[config.mk]
export PLATFORM = sky130hd
export DESIGN_NAME = clock_div_ctrl_flat
export DESIGN_NICKNAME = d
export VERILOG_FILES = /design/src/rtl/clock_div_ctrl_if.sv /design/src/rtl/clock_div_ctrl.sv /design/src/flat_wrapper.sv
export SDC_FILE = /design/constraint.sdc
export NUM_CORES = 1
export LEC_CHECK = 0
export CAP_MARGIN = 5
export CELL_PAD_IN_SITES_DETAIL_PLACEMENT = 0
export CELL_PAD_IN_SITES_GLOBAL_PLACEMENT = 1
export CORE_ASPECT_RATIO = 0.9
export CORE_MARGIN = 2
export CORE_UTILIZATION = 48
export CTS_CLUSTER_DIAMETER = 150
export DETAILED_ROUTE_END_ITERATION = 8
export GPL_TIMING_DRIVEN = 0
export PLACE_DENSITY = 0.84
export RECOVER_POWER = 100
export SKIP_LAST_GASP = 1
export SLEW_MARGIN = 5
export SYNTH_ARGS = -nofsm -noshare
export SYNTH_HDL_FRONTEND = slang
export SYNTH_SLANG_ARGS = --single-unit
[constraint.sdc]
create_clock -name clock_in -period 4.1 [get_ports clock_in]
set_input_delay 0.82 -clock clock_in [delete_from_list [all_inputs] [get_ports clock_in]]
set_output_delay 0.82 -clock clock_in [all_outputs]
set_load 0.01 [all_outputs]
[src/rtl/clock_div_ctrl_if.sv]
// Control/status bundle between rate-request logic and the divider controller.
// period_cnt is present only when CLKDIV_PERIOD_CNT_EN is defined.
interface clock_div_ctrl_if;
    logic       run;
    logic [1:0] sel;
    logic       req;
    logic       ack;
    logic       busy;
    logic [1:0] cur_sel;
    logic       clock_out;
    logic       tick;
`ifdef CLKDIV_PERIOD_CNT_EN
    logic [15:0] period_cnt;

    modport master (output run, sel, req,
                    input  ack, busy, cur_sel, clock_out, tick, period_cnt);
    modport slave  (input  run, sel, req,
                    output ack, busy, cur_sel, clock_out, tick, period_cnt);
`else
    modport master (output run, sel, req,
                    input  ack, busy, cur_sel, clock_out, tick);
    modport slave  (input  run, sel, req,
                    output ack, busy, cur_sel, clock_out, tick);
`endif
endinterface

[src/rtl/clock_div_ctrl.sv]
// Purpose: programmable square-wave divider, 4 presets, glitch-free start/stop/switch.
// Latency: all outputs registered; rate changes and stops land on the next period boundary.
// Backpressure: none; req while busy is dropped. Optional period_cnt via CLKDIV_PERIOD_CNT_EN.
module clock_div_ctrl #(
    parameter int unsigned WIDTH = 28,
    parameter int unsigned DIV0  = 100000000,
    parameter int unsigned DIV1  = 7692307,
    parameter int unsigned DIV2  = 1000000,
    parameter int unsigned DIV3  = 100000
) (
    input  logic                  clock_in,
    input  logic                  reset_n,
    clock_div_ctrl_if.slave       bus
);
    // Divisors below 2 cannot form a high and a low phase, so they are clamped.
    localparam int unsigned C0 = (DIV0 < 2) ? 2 : DIV0;
    localparam int unsigned C1 = (DIV1 < 2) ? 2 : DIV1;
    localparam int unsigned C2 = (DIV2 < 2) ? 2 : DIV2;
    localparam int unsigned C3 = (DIV3 < 2) ? 2 : DIV3;
    localparam logic [WIDTH-1:0] P0  = C0[WIDTH-1:0];
    localparam logic [WIDTH-1:0] P1  = C1[WIDTH-1:0];
    localparam logic [WIDTH-1:0] P2  = C2[WIDTH-1:0];
    localparam logic [WIDTH-1:0] P3  = C3[WIDTH-1:0];
    localparam logic [WIDTH-1:0] ONE = {{(WIDTH-1){1'b0}}, 1'b1};

    typedef enum logic [1:0] {IDLE, RUN, SWITCH} state_t;

    state_t           state_q, state_d;
    logic [WIDTH-1:0] cnt_q, cnt_d;
    logic [1:0]       cur_sel_q, cur_sel_d;
    logic [1:0]       pend_sel_q, pend_sel_d;
    logic             clk_out_q, clk_out_d;
    logic             tick_q, tick_d;
    logic             ack_q, ack_d;
    logic             busy_q, busy_d;

    logic [WIDTH-1:0] div_eff;
    logic [WIDTH-1:0] half;
    logic [WIDTH-1:0] cnt_inc;
    logic             at_end;

    always_comb begin
        case (cur_sel_q)
            2'd0:    div_eff = P0;
            2'd1:    div_eff = P1;
            2'd2:    div_eff = P2;
            default: div_eff = P3;
        endcase
    end

    assign half    = div_eff >> 1;
    assign cnt_inc = cnt_q + ONE;
    assign at_end  = (cnt_q == div_eff - ONE);

    always_comb begin
        state_d    = state_q;
        cnt_d      = cnt_q;
        cur_sel_d  = cur_sel_q;
        pend_sel_d = pend_sel_q;
        clk_out_d  = clk_out_q;
        tick_d     = 1'b0;
        ack_d      = 1'b0;
        busy_d     = busy_q;

        case (state_q)
            IDLE: begin
                cnt_d     = '0;
                clk_out_d = 1'b0;
                if (bus.req) begin
                    cur_sel_d = bus.sel;
                    ack_d     = 1'b1;
                end
                if (bus.run) begin
                    state_d   = RUN;
                    clk_out_d = 1'b1;
                end
            end
            RUN: begin
                if (at_end) begin
                    cnt_d = '0;
                    if (bus.run) begin
                        tick_d    = 1'b1;
                        clk_out_d = 1'b1;
                    end else begin
                        state_d   = IDLE;
                        clk_out_d = 1'b0;
                    end
                end else begin
                    cnt_d     = cnt_inc;
                    clk_out_d = (cnt_inc < half);
                end
                // A request arriving as the output stops has no period to wait for.
                if (bus.req) begin
                    if (at_end && !bus.run) begin
                        cur_sel_d = bus.sel;
                        ack_d     = 1'b1;
                    end else begin
                        pend_sel_d = bus.sel;
                        busy_d     = 1'b1;
                        state_d    = SWITCH;
                    end
                end
            end
            SWITCH: begin
                if (at_end) begin
                    cnt_d     = '0;
                    cur_sel_d = pend_sel_q;
                    busy_d    = 1'b0;
                    ack_d     = 1'b1;
                    if (bus.run) begin
                        state_d   = RUN;
                        tick_d    = 1'b1;
                        clk_out_d = 1'b1;
                    end else begin
                        state_d   = IDLE;
                        clk_out_d = 1'b0;
                    end
                end else begin
                    cnt_d     = cnt_inc;
                    clk_out_d = (cnt_inc < half);
                end
            end
            default: begin
                state_d   = IDLE;
                cnt_d     = '0;
                clk_out_d = 1'b0;
                busy_d    = 1'b0;
            end
        endcase
    end

    always_ff @(posedge clock_in or negedge reset_n) begin
        if (!reset_n) begin
            state_q    <= IDLE;
            cnt_q      <= '0;
            cur_sel_q  <= 2'd0;
            pend_sel_q <= 2'd0;
            clk_out_q  <= 1'b0;
            tick_q     <= 1'b0;
            ack_q      <= 1'b0;
            busy_q     <= 1'b0;
        end else begin
            state_q    <= state_d;
            cnt_q      <= cnt_d;
            cur_sel_q  <= cur_sel_d;
            pend_sel_q <= pend_sel_d;
            clk_out_q  <= clk_out_d;
            tick_q     <= tick_d;
            ack_q      <= ack_d;
            busy_q     <= busy_d;
        end
    end

    assign bus.ack       = ack_q;
    assign bus.busy      = busy_q;
    assign bus.cur_sel   = cur_sel_q;
    assign bus.clock_out = clk_out_q;
    assign bus.tick      = tick_q;

`ifdef CLKDIV_PERIOD_CNT_EN
    logic [15:0] pcnt_q, pcnt_d;

    always_comb begin
        pcnt_d = pcnt_q;
        if (ack_d)
            pcnt_d = 16'd0;
        else if (tick_d)
            pcnt_d = pcnt_q + 16'd1;
    end

    always_ff @(posedge clock_in or negedge reset_n) begin
        if (!reset_n)
            pcnt_q <= 16'd0;
        else
            pcnt_q <= pcnt_d;
    end

    assign bus.period_cnt = pcnt_q;
`endif
endmodule

[src/flat_wrapper.sv]
// flat-port wrapper written by rule: the top's interface ports become plain ports
module clock_div_ctrl_flat 
#(
    parameter int unsigned WIDTH = 28,
    parameter int unsigned DIV0  = 100000000,
    parameter int unsigned DIV1  = 7692307,
    parameter int unsigned DIV2  = 1000000,
    parameter int unsigned DIV3  = 100000
)
  (clock_in, reset_n, bus_run, bus_sel, bus_req, bus_ack, bus_busy, bus_cur_sel, bus_clock_out, bus_tick);
  clock_div_ctrl_if bus_i ();
  input  logic clock_in;
  input  logic reset_n;
  input wire logic [$bits(bus_i.run)-1:0] bus_run;
  input wire logic [$bits(bus_i.sel)-1:0] bus_sel;
  input wire logic [$bits(bus_i.req)-1:0] bus_req;
  output wire logic [$bits(bus_i.ack)-1:0] bus_ack;
  output wire logic [$bits(bus_i.busy)-1:0] bus_busy;
  output wire logic [$bits(bus_i.cur_sel)-1:0] bus_cur_sel;
  output wire logic [$bits(bus_i.clock_out)-1:0] bus_clock_out;
  output wire logic [$bits(bus_i.tick)-1:0] bus_tick;
  assign bus_i.run = bus_run;
  assign bus_i.sel = bus_sel;
  assign bus_i.req = bus_req;
  assign bus_ack = bus_i.ack;
  assign bus_busy = bus_i.busy;
  assign bus_cur_sel = bus_i.cur_sel;
  assign bus_clock_out = bus_i.clock_out;
  assign bus_tick = bus_i.tick;
  clock_div_ctrl #(.WIDTH(WIDTH), .DIV0(DIV0), .DIV1(DIV1), .DIV2(DIV2), .DIV3(DIV3)) u_core (.clock_in(clock_in), .reset_n(reset_n), .bus(bus_i));
endmodule
=== Word-level counts from Yosys, hierarchy flattened ===
Index checks and enable logic that the tools add are counted.

* Register bits: 38
* Input port bits: 6

* $add $sub $neg: 2
* $lt $le $gt $ge: 1
* Equal/unequal tests: 11
* Mux-type cells: 30
* Bitwise logic cells: 2
* Reductions and logical operators: 10

{| class="wikitable"
|+ Operators with widths
! operator !! count
|-
| case mux 27 bit (3 select lines) || 1
|-
| 2-to-1 mux 28 bit || 2
|-
| adder 28 x 1 -> 28 bit, second input constant || 1
|-
| equality test 28 bit || 1
|-
| < comparator 28 x 26 -> 1 bit || 1
|-
| subtractor 27 x 1 -> 28 bit, second input constant || 1
|-
| 2-to-1 mux 2 bit || 10
|-
| 2-to-1 mux 1 bit || 12
|-
| case mux 2 bit (3 select lines) || 2
|-
| != test 2 bit, second input constant || 4
|-
| case mux 1 bit (3 select lines) || 2
|-
| AND reduction 5 bit || 1
|-
| equality test 2 x 1 -> 1 bit, second input constant || 2
|-
| equality test 2 bit, second input constant || 2
|-
| logical NOT 2 bit || 2
|-
| != test 2 x 1 -> 1 bit, second input constant || 2
|-
| AND reduction 4 bit || 1
|-
| AND reduction 3 bit || 1
|-
| nonzero test 3 bit || 1
|-
| inverter 1 bit || 2
|-
| case mux 1 bit (2 select lines) || 1
|-
| AND reduction 2 bit || 1
|-
| OR reduction 2 bit || 1
|-
| logical AND 1 bit || 1
|-
| logical NOT 1 bit || 1
|}

=== Depth between registers and ports, before layout ===
Gate-level depths: netlist of the first run.

* Depth in word-level cells: 8
* Mapped depth: 13
* Depth with buffers taken out: 13

=== Worst setup path before layout of the first run ===
No wires, ideal clock.

* Path kind: reg2reg
* Start: register u_core.cnt_q[3]
* End: register u_core.clk_out_q, in the netlist u_core.bus.clock_out
* Data arrival time: 2887 ps
* Required time: 4028 ps
* Path slack: 1141 ps
* Cell stages (with the launch flop): 14
* Buffers on the path: 1
* Clock period less this slack: 2959 ps
* Cells stage by stage: dfrtp_1 buf_2 nand4_4 nor4_4 nand2_1 nor3_1 xor2_1 ha_1 a21oi_1 o21ai_0 o31a_1 nor4b_1 o22ai_1 nor2_1

* Longest elaborated chain between the ends: 4
* Elaborated cells on any way between the ends: 5
* Classes of those cells: 1 x add/sub; 1 x order compare; 1 x eq/ne; 2 x mux

{| class="wikitable"
|+ Ends and longest elaborated chain
! item !! RTL line !! RTL
|-
| from (decl) || clock_div_ctrl.sv:29 || <nowiki>logic [WIDTH-1:0] cnt_q, cnt_d;</nowiki>
|-
| from (signal assigned) || clock_div_ctrl.sv:144 || <nowiki>cnt_q <= cnt_d;</nowiki>
|-
| adder 28 x 1 -> 28 bit || clock_div_ctrl.sv:52 || <nowiki>assign cnt_inc = cnt_q + ONE;</nowiki>
|-
| < comparator 28 x 26 -> 1 bit || clock_div_ctrl.sv:90, clock_div_ctrl.sv:120 ||
|-
| 2-to-1 mux 1 bit (*) || clock_div_ctrl.sv:105 || <nowiki>if (at_end) begin</nowiki>
|-
| case mux 1 bit (2 select lines) (*) || clock_div_ctrl.sv:65 || <nowiki>case (state_q)</nowiki>
|-
| named net u_core.clk_out_d || clock_div_ctrl.sv:32 || <nowiki>logic clk_out_q, clk_out_d;</nowiki>
|-
| to (signal assigned) || clock_div_ctrl.sv:147 || <nowiki>clk_out_q <= clk_out_d;</nowiki>
|-
| to (decl) || clock_div_ctrl.sv:32 ||
|}

The timed path passes the listed nets; every way through them passes the cells marked *.
A chain may end at the register's enable or synchronous reset.

=== Final worst setup path of the first run ===
* Start: register u_core.cnt_q[0]
* End: register u_core.clk_out_q, in the netlist u_core.bus.clock_out

The elaborated chain is that of the path after synthesis.

==> parameters.txt, run 1 <==
Parameter                              Value

Clocking
  Reg clk slew, reported paths ... around 0.090 ns
  Latest clock arrival within the worst-skew pair ... roughly 0.31 ns
  # hold bufs at CTS ... 0
  TritonCTS Buffers ... 5
  CTS H-tree depth ... 2
  Number of gates given a new drive strength after cts ... 0
  Clock tree from TritonCTS ... done
  Post-CTS Setup Bufs ... 0
  Root buffer cell ... sky130_fd_sc_hd__clkbuf_8
  Buffers from clock root to sink, at most ... 2
  Total number of clock tree sinks ... 38

Detailed routing
  Detailed-routed wire length on met3 ... 291 µm
  First-pass DRT Iterations ... 4
  ANT nets after route ... 0
  Drc violations ... 0
  Met2 WL ... between 3000 and 4000 µm
  Final WL ... about 7300 µm
  Average routed wire per standard cell ... roughly 17 µm
  Via density per instance ... roughly 5.8
  Routed length on met1 ... 3560 µm
  Via count of the routed design ... between 2000 and 2500
  Violation count after the first detailed-routing iteration ... 160
  Topmost layer with routed signal wires ... met4

Critical path
  Worst EP required ... 4.31 ns
  Endpoint of the worst-slack reg-to-reg timing path ... u_core.bus.clock_out
  Max FO, Critical Path ... 7
  Critical Path Sink Type ... flip-flop
  Critical Path Start ... u_core.cnt_q[0]
  Slack of the worst reg-to-reg path ... between 0.3 and 0.4 ns
  Capture point of the critical path ... u_core.bus.clock_out
  Arrival time at the worst endpoint ... around 4 ns
  Launch instance of the worst register-to-register path ... u_core.cnt_q[0]
  Critical setup path kind ... reg2reg
  Category of the worst setup path launch point ... flip-flop
  Count of cells along the worst register-to-register path ... 13

Timing
  TNS Setup ... 0 ns
  Slew at the pin with the worst max-slew slack ... 1.18 ns
  Shortest clock period the worst path allows after layout ... 3.71 ns
  Clock Skews ... 0.0138 ns
  Number of pins exceeding their max-slew limit in the final report ... 0
  Setup violations, final ... 0
  Unrepaired setup endpoints after global routing ... false
  Final hold violations ... 0
  Final worst path period share ... 90.4%
  Achievable Freq ... 270 MHz
  Relative slew margins ... 21.3%

GRT
  Total congestion overflow after global routing ... 0
  Overall routing resource usage ... between 20 and 25%
  Number of global-route vias before repair ... ~2400
  Pin count of the biggest net entering global routing ... 21
  Initial antenna violation count ... 0
  Wire length of the first global-routing pass ... ~12000 µm

Floorplanning
  Die extent in y ... 78.9 µm
  Die footprint ... 6880 µm²
  Chip width ... approximately 87 µm
  Std cell rows ... 27
  Count of boundary I/O pins ... 12
  Area of the core region ... roughly 6100 µm²
  Initial cell density of the core ... approximately half

Synthesis
  Share of the yosys chip area belonging to registers ... between 30% and 40%
  Synth warnings ... 0
  Nets in the synthesized netlist ... between 300 and 400
  Flip-flop and latch count after synthesis ... 38
  Post-synth design cell area ... approximately 3000 µm²
  Count of flip-flops with a built-in enable after synthesis ... 0
  Instance count of the mapped netlist ... 328
  Most used flip-flop cell after synthesis ... sky130_fd_sc_hd__dfrtp_1
  Average cell area after synthesis ... 9.12 µm²
  Post-synthesis cell type count ... 53
  Post-synth ARST share ... 100%

Cells and area
  Layout Nets ... 382
  Area Growth Syn to Fin ... 11.3%
  Filler-free cell count of the finished design ... 420
  Antenna diode count ... 0
  Leading cell types in the layout, fill and taps excluded ... sky130_fd_sc_hd__dfrtp_1, sky130_fd_sc_hd__nor2_1, sky130_fd_sc_hd__ha_1, sky130_fd_sc_hd__nand2_1, sky130_fd_sc_hd__xnor2_1
  Most frequent standard cell in the layout excluding fill and tap cells ... sky130_fd_sc_hd__dfrtp_1
  Fraction of final layout cells sized beyond drive strength 1 ... under 10%

Outcome
  Outcome ... finished clean

Flow run
  Number of max-cap violations ... 0

Place
  Cell count after placement ... approximately 400
  Gpl congestion ... between 0.8 and 0.9
  I/O Buffers ... 11
  Final HPWL from detailed placement ... around 5600 µm

Pwr
  Power density of the placed cells ... between 500 and 600 nW/µm²
  Worst vdd rail ir drop ... about 0.00032 V
  P_leak ... between 1.5 and 2 nW

Worst hold path
  Type of the worst min-delay path ... reg2reg
-- cell usage after synthesis (4+ instances only) --
cell type / count / area (µm²)
sky130_fd_sc_hd__dfrtp_1: 38 / 951
sky130_fd_sc_hd__nor3b_1: 4 / 30.0
sky130_fd_sc_hd__nor2b_1: 9 / 56.3
sky130_fd_sc_hd__inv_1: 16 / 60.1
sky130_fd_sc_hd__xnor2_1: 18 / 158
sky130_fd_sc_hd__nor3_1: 8 / 40.0
sky130_fd_sc_hd__o21ai_0: 6 / 30.0
sky130_fd_sc_hd__a21oi_1: 12 / 60.1
sky130_fd_sc_hd__and3b_1: 4 / 35.0
sky130_fd_sc_hd__nand4_1: 7 / 43.8
sky130_fd_sc_hd__mux2i_1: 5 / 50.1
sky130_fd_sc_hd__ha_1: 29 / 363
sky130_fd_sc_hd__or3_1: 4 / 25.0
sky130_fd_sc_hd__xor2_1: 13 / 114
sky130_fd_sc_hd__nor2_1: 29 / 109
sky130_fd_sc_hd__nor4b_1: 4 / 35.0
sky130_fd_sc_hd__nand3_1: 12 / 60.1
sky130_fd_sc_hd__buf_2: 5 / 25.0
sky130_fd_sc_hd__and3_1: 17 / 106
sky130_fd_sc_hd__nand2_1: 25 / 93.8
sky130_fd_sc_hd__clkbuf_1: 7 / 26.3
-- power breakdown --
group,switching (mW),leakage [nW],internal (mW),total [mW]
clock,0.150,0.0714,0.260,0.410
combinational,0.559,0.997,0.373,0.932
sequential,0.0487,0.512,0.429,0.478
total,0.758,1.58,1.06,1.82
-- sequential cells by signal, indices dropped and copies added (netlist names) --
register / count
u_core.bus.clock_out: 1
u_core.bus.cur_sel: 2
u_core.bus.busy: 1
u_core.bus.ack: 1
u_core.state_q: 2
u_core.cnt_q: 28
u_core.pend_sel_q: 2
u_core.bus.tick: 1
-- critical path, cell delays in order, from the launching register on --
cell and delay (ns):
sky130_fd_sc_hd__dfrtp_1 0.44, sky130_fd_sc_hd__ha_1 0.25, sky130_fd_sc_hd__nand3_1 0.19, sky130_fd_sc_hd__nor4_2 0.62, sky130_fd_sc_hd__and2_1 0.29, sky130_fd_sc_hd__and3_1 0.18, sky130_fd_sc_hd__xor2_1 0.22, sky130_fd_sc_hd__ha_1 0.29
sky130_fd_sc_hd__nand2_1 0.09, sky130_fd_sc_hd__o21ai_0 0.07, sky130_fd_sc_hd__o31a_1 0.31, sky130_fd_sc_hd__nor4b_1 0.37, sky130_fd_sc_hd__o22ai_1 0.12, sky130_fd_sc_hd__nor2_1 0.17
-- layout make-up --
type | instances | area, µm²
fill | 574 | 2750
multi-input combinational | 262 | 1930
timing repair buffer | 12 | 108
clock inverter | 2 | 60.1
sequential | 38 | 951
inverter | 16 | 60.1
clock buffer | 6 | 82.6
buffer | 12 | 51.3
tap | 72 | 90.1
-- worst min path at each step --
stage / slack (ns) / startpoint / cells past startpoint / endpoint
global placement: 0.49 / u_core.pend_sel_q[0] / 1 / u_core.pend_sel_q[0]
global route: 0.53 / u_core.pend_sel_q[0] / 1 / u_core.pend_sel_q[0]
CTS: 0.48 / reset_n / 1 / u_core.cnt_q[2]
detailed placement: 0.50 / u_core.pend_sel_q[0] / 1 / u_core.pend_sel_q[0]
finish: 0.51 / u_core.pend_sel_q[0] / 1 / u_core.pend_sel_q[0]
floorplan: 0.48 / u_core.cnt_q[0] / 1 / u_core.cnt_q[0]
-- layer usage --
metal	vias to the layer above	track usage, %
met1	1177	32.3
li1	1212	-
met4	0	8.77
met2	42	35.3
met5	-	0
met3	7	3.01
-- through the flow --
| stage | area [µm²] | power (mW) | util, % | hold WS, ns | setup slack [ns] |
|---|---|---|---|---|---|
| after floorplan | 2990 | 1.13 | - | 0.478 | 1.14 |
| after global placement | 3190 | 1.41 | 52.5 | 0.488 | 0.449 |
| after detailed placement | 3210 | 1.42 | 52.9 | 0.496 | 0.474 |
| after CTS | 3360 | 1.84 | 55.2 | 0.482 | 0.401 |
| after global routing | 3330 | 1.96 | 54.8 | 0.535 | 0.0733 |
| final | 3330 | 1.82 | 54.8 | 0.511 | 0.394 |
-- cell families after synthesis --
group	count (synthesis)	share of synthesized area (%)
simple gates	142	26.9
compound gates	50	11.7
flops	38	31.8
xor+xnor	34	11.3
fa+ha+maj	29	12.1
buf+inv	28	3.72
mux	7	2.43
Power figures use the tool's default switching activity.
==> run 2, diff against run 1 <==
- CTS_BUF_LIST: not set -> sky130_fd_sc_hd__clkbuf_8 sky130_fd_sc_hd__clkbuf_16
- SLEW_MARGIN: 5 -> not set
==> run 2 against run 1 <==
Effect of this change: the run now ends with capacitance limit, slew limit left; final cell count is 0.24% lower; utilization is 0.84 points lower; worst hold slack better by 0.0021 ns; cell area decreased by 1.5%; register-to-register slack gained 0.02 ns; die area did not move; count of clock-buffer cells in the layout did not move; largest cell class unchanged.
==> parameters.txt, run 2 (synthesis gave the netlist of run 1 again) <==
Parameter                              Value

Clocking
  Total number of clock tree sinks ... 38
  TritonCTS Buffers ... 5
  Buffers from clock root to sink, at most ... 2
  CTS H-tree depth ... 2
  Latest clock arrival within the worst-skew pair ... 0.29 ns
  Post-CTS Setup Bufs ... 0
  Number of gates given a new drive strength after cts ... 0
  Reg clk slew, reported paths ... around 0.080 ns
  Root buffer cell ... sky130_fd_sc_hd__clkbuf_8
  Clock tree from TritonCTS ... done
  # hold bufs at CTS ... 0

Floorplanning
  Initial cell density of the core ... ~49%
  Chip width ... 87.2 µm
  Die footprint ... around 6900 µm²
  Die extent in y ... between 70 and 80 µm
  Area of the core region ... around 6100 µm²
  Std cell rows ... 27
  Count of boundary I/O pins ... 12

GRT
  Pin count of the biggest net entering global routing ... 39
  Initial antenna violation count ... 0
  Total congestion overflow after global routing ... 0
  Overall routing resource usage ... a little under a quarter
  Number of global-route vias before repair ... around 2400
  Wire length of the first global-routing pass ... 12400 µm

Flow run
  Number of max-cap violations ... 1

Cells and area
  Most flop-heavy register ... u_core.cnt_q
  Antenna diode count ... 0
  Area Growth Syn to Fin ... 9.62%
  Total area of multi-input combinational cells ... between 1500 and 2000 µm²
  Leading cell types in the layout, fill and taps excluded ... sky130_fd_sc_hd__dfrtp_1, sky130_fd_sc_hd__nor2_1, sky130_fd_sc_hd__ha_1, sky130_fd_sc_hd__nand2_1, sky130_fd_sc_hd__xnor2_1
  Largest register FFs ... 28
  Summed area of non-filler cells in the final layout ... between 3000 and 4000 µm²
  Number of fill cells ... ~580
  Fraction of final layout cells sized beyond drive strength 1 ... under 10%
  Layout Nets ... approximately 380
  Final cell utilization of the core ... a little over half
  Area of all sequential standard cells ... about 950 µm²
  Most frequent standard cell in the layout excluding fill and tap cells ... sky130_fd_sc_hd__dfrtp_1

Detailed routing
  Via density per instance ... ~5.8
  First-pass DRT Iterations ... 4
  Detailed-routed wire length on met3 ... slightly above 200 µm
  Met2 WL ... between 3000 and 4000 µm
  Via count of the routed design ... about 2400
  Average routed wire per standard cell ... about 18 µm
  Topmost layer with routed signal wires ... met4
  ANT nets after route ... 0
  Routed length on met1 ... ~3600 µm
  Violation count after the first detailed-routing iteration ... around 110
  Drc violations ... 0
  Final WL ... 7350 µm

Pwr
  Worst vdd rail ir drop ... 0.000329 V
  P_leak ... about 1.6 nW
  Power density of the placed cells ... around 520 nW/µm²

Place
  Placed instance area ... approximately 3200 µm²
  Gpl congestion ... approximately 0.85
  Pre-CTS setup slack ... around 0.5 ns
  Final HPWL from detailed placement ... ~5400 µm
  I/O Buffers ... 11

Critical path
  Critical Path Sink Type ... flip-flop
  Worst EP required ... between 4 and 5 ns
  Arrival time at the worst endpoint ... between 3 and 4 ns
  Crit-path slowest cell ... sky130_fd_sc_hd__nor4_4
  Category of the worst setup path launch point ... flip-flop
  Max FO, Critical Path ... 10
  Cells traversed along the worst timing path ... clkbuf_2 > nand4_4 > nor4_4 > nand2_1 > nor3_1 > xor2_1 > ha_1 > a21oi_1 > o21ai_0 > o31a_1 > nor4b_1 > o22ai_1 > nor2_1
  Longest individual stage delay on the worst path ... approximately 0.64 ns
  Critical setup path kind ... reg2reg

Timing
  Unrepaired setup endpoints after global routing ... false
  Slew at the pin with the worst max-slew slack ... roughly 2.2 ns
  Worst path setup slack after routing ... 0.412 ns
  Achievable Freq ... roughly 270 MHz
  TNS Setup ... 0 ns
  Setup violations, final ... 0
  Relative slew margins ... -46.8%
  Final hold violations ... 0
  Clock Skews ... around 0.006 ns
  Shortest clock period the worst path allows after layout ... roughly 3.7 ns
  Final worst hold slack ... ~0.5 ns
  Final worst path period share ... 90.0%
  Number of pins exceeding their max-slew limit in the final report ... 39

Outcome
  Outcome ... finished, violations left
  Violated checks ... capacitance limit, slew limit

Worst hold path
  Type of the worst min-delay path ... reg2reg
==> run 2: cell count changes in the layout (fill, tap and decap cells not counted), sizes merged <==
| cell | before | now |
|---|---|---|
| bufinv | 2 | 0 |
| clkbuf | 17 | 16 |
| clkinv | 0 | 1 |
| clkinvlp | 0 | 1 |
==> run 2: worst paths after layout <==
kind,depth (start not counted),startpoint,slack (ns),to
setup / recovery,13,u_core.cnt_q[3],0.41,u_core.bus.clock_out
hold reg to reg,1,u_core.pend_sel_q[0],0.51,u_core.pend_sel_q[0]
max in group asynchronous,1,reset_n,1.68,u_core.cnt_q[24]
setup reg to reg,13,u_core.cnt_q[3],0.41,u_core.bus.clock_out
hold / removal,1,u_core.pend_sel_q[0],0.51,u_core.pend_sel_q[0]
min in group asynchronous,1,reset_n,1.17,u_core.cnt_q[3]
==> run 2: where the power goes <==
part | switching, mW | internal, mW | total (mW)
Combinational | 0.561 | 0.373 | 0.934
Clock | 0.147 | 0.136 | 0.282
Sequential | 0.0477 | 0.429 | 0.477
Total | 0.755 | 0.938 | 1.69
==> run 2: area by class of cell <==
class,count,area share (%)
Multi-Input combinational cell,262,58.8
Buffer,12,1.56
Clock inverter,2,0.382
Tap cell,72,2.75
Sequential cell,38,29.0
Clock buffer,6,2.52
Timing Repair Buffer,11,3.17
Inverter,16,1.83
==> run 2: critical path: cells and delay by family (launching register included) <==
family / cells / cell delay [ns]
xor gates and xnor gates: 1 / 0.22
AOI/OAI and AO/OA: 4 / 0.68
and+or+nand+nor: 6 / 1.90
DFF: 1 / 0.33
adders and majority gates: 1 / 0.29
buffers and inverters: 1 / 0.21
==> run 2: stage by stage <==
stage,cells,power (mW)
2_1_floorplan,328,1.13
3_3_place_gp,411,1.41
3_5_place_dp,411,1.42
4_1_cts,419,1.71
5_1_grt,419,1.83
6_report,419,1.69
==> run 2: layer usage <==
layer / vias to the layer above / global-route usage, %
met5: - / 0
met1: 1185 / 33.4
li1: 1211 / -
met4: 0 / 4.62
met2: 38 / 37.5
met3: 4 / 3.22
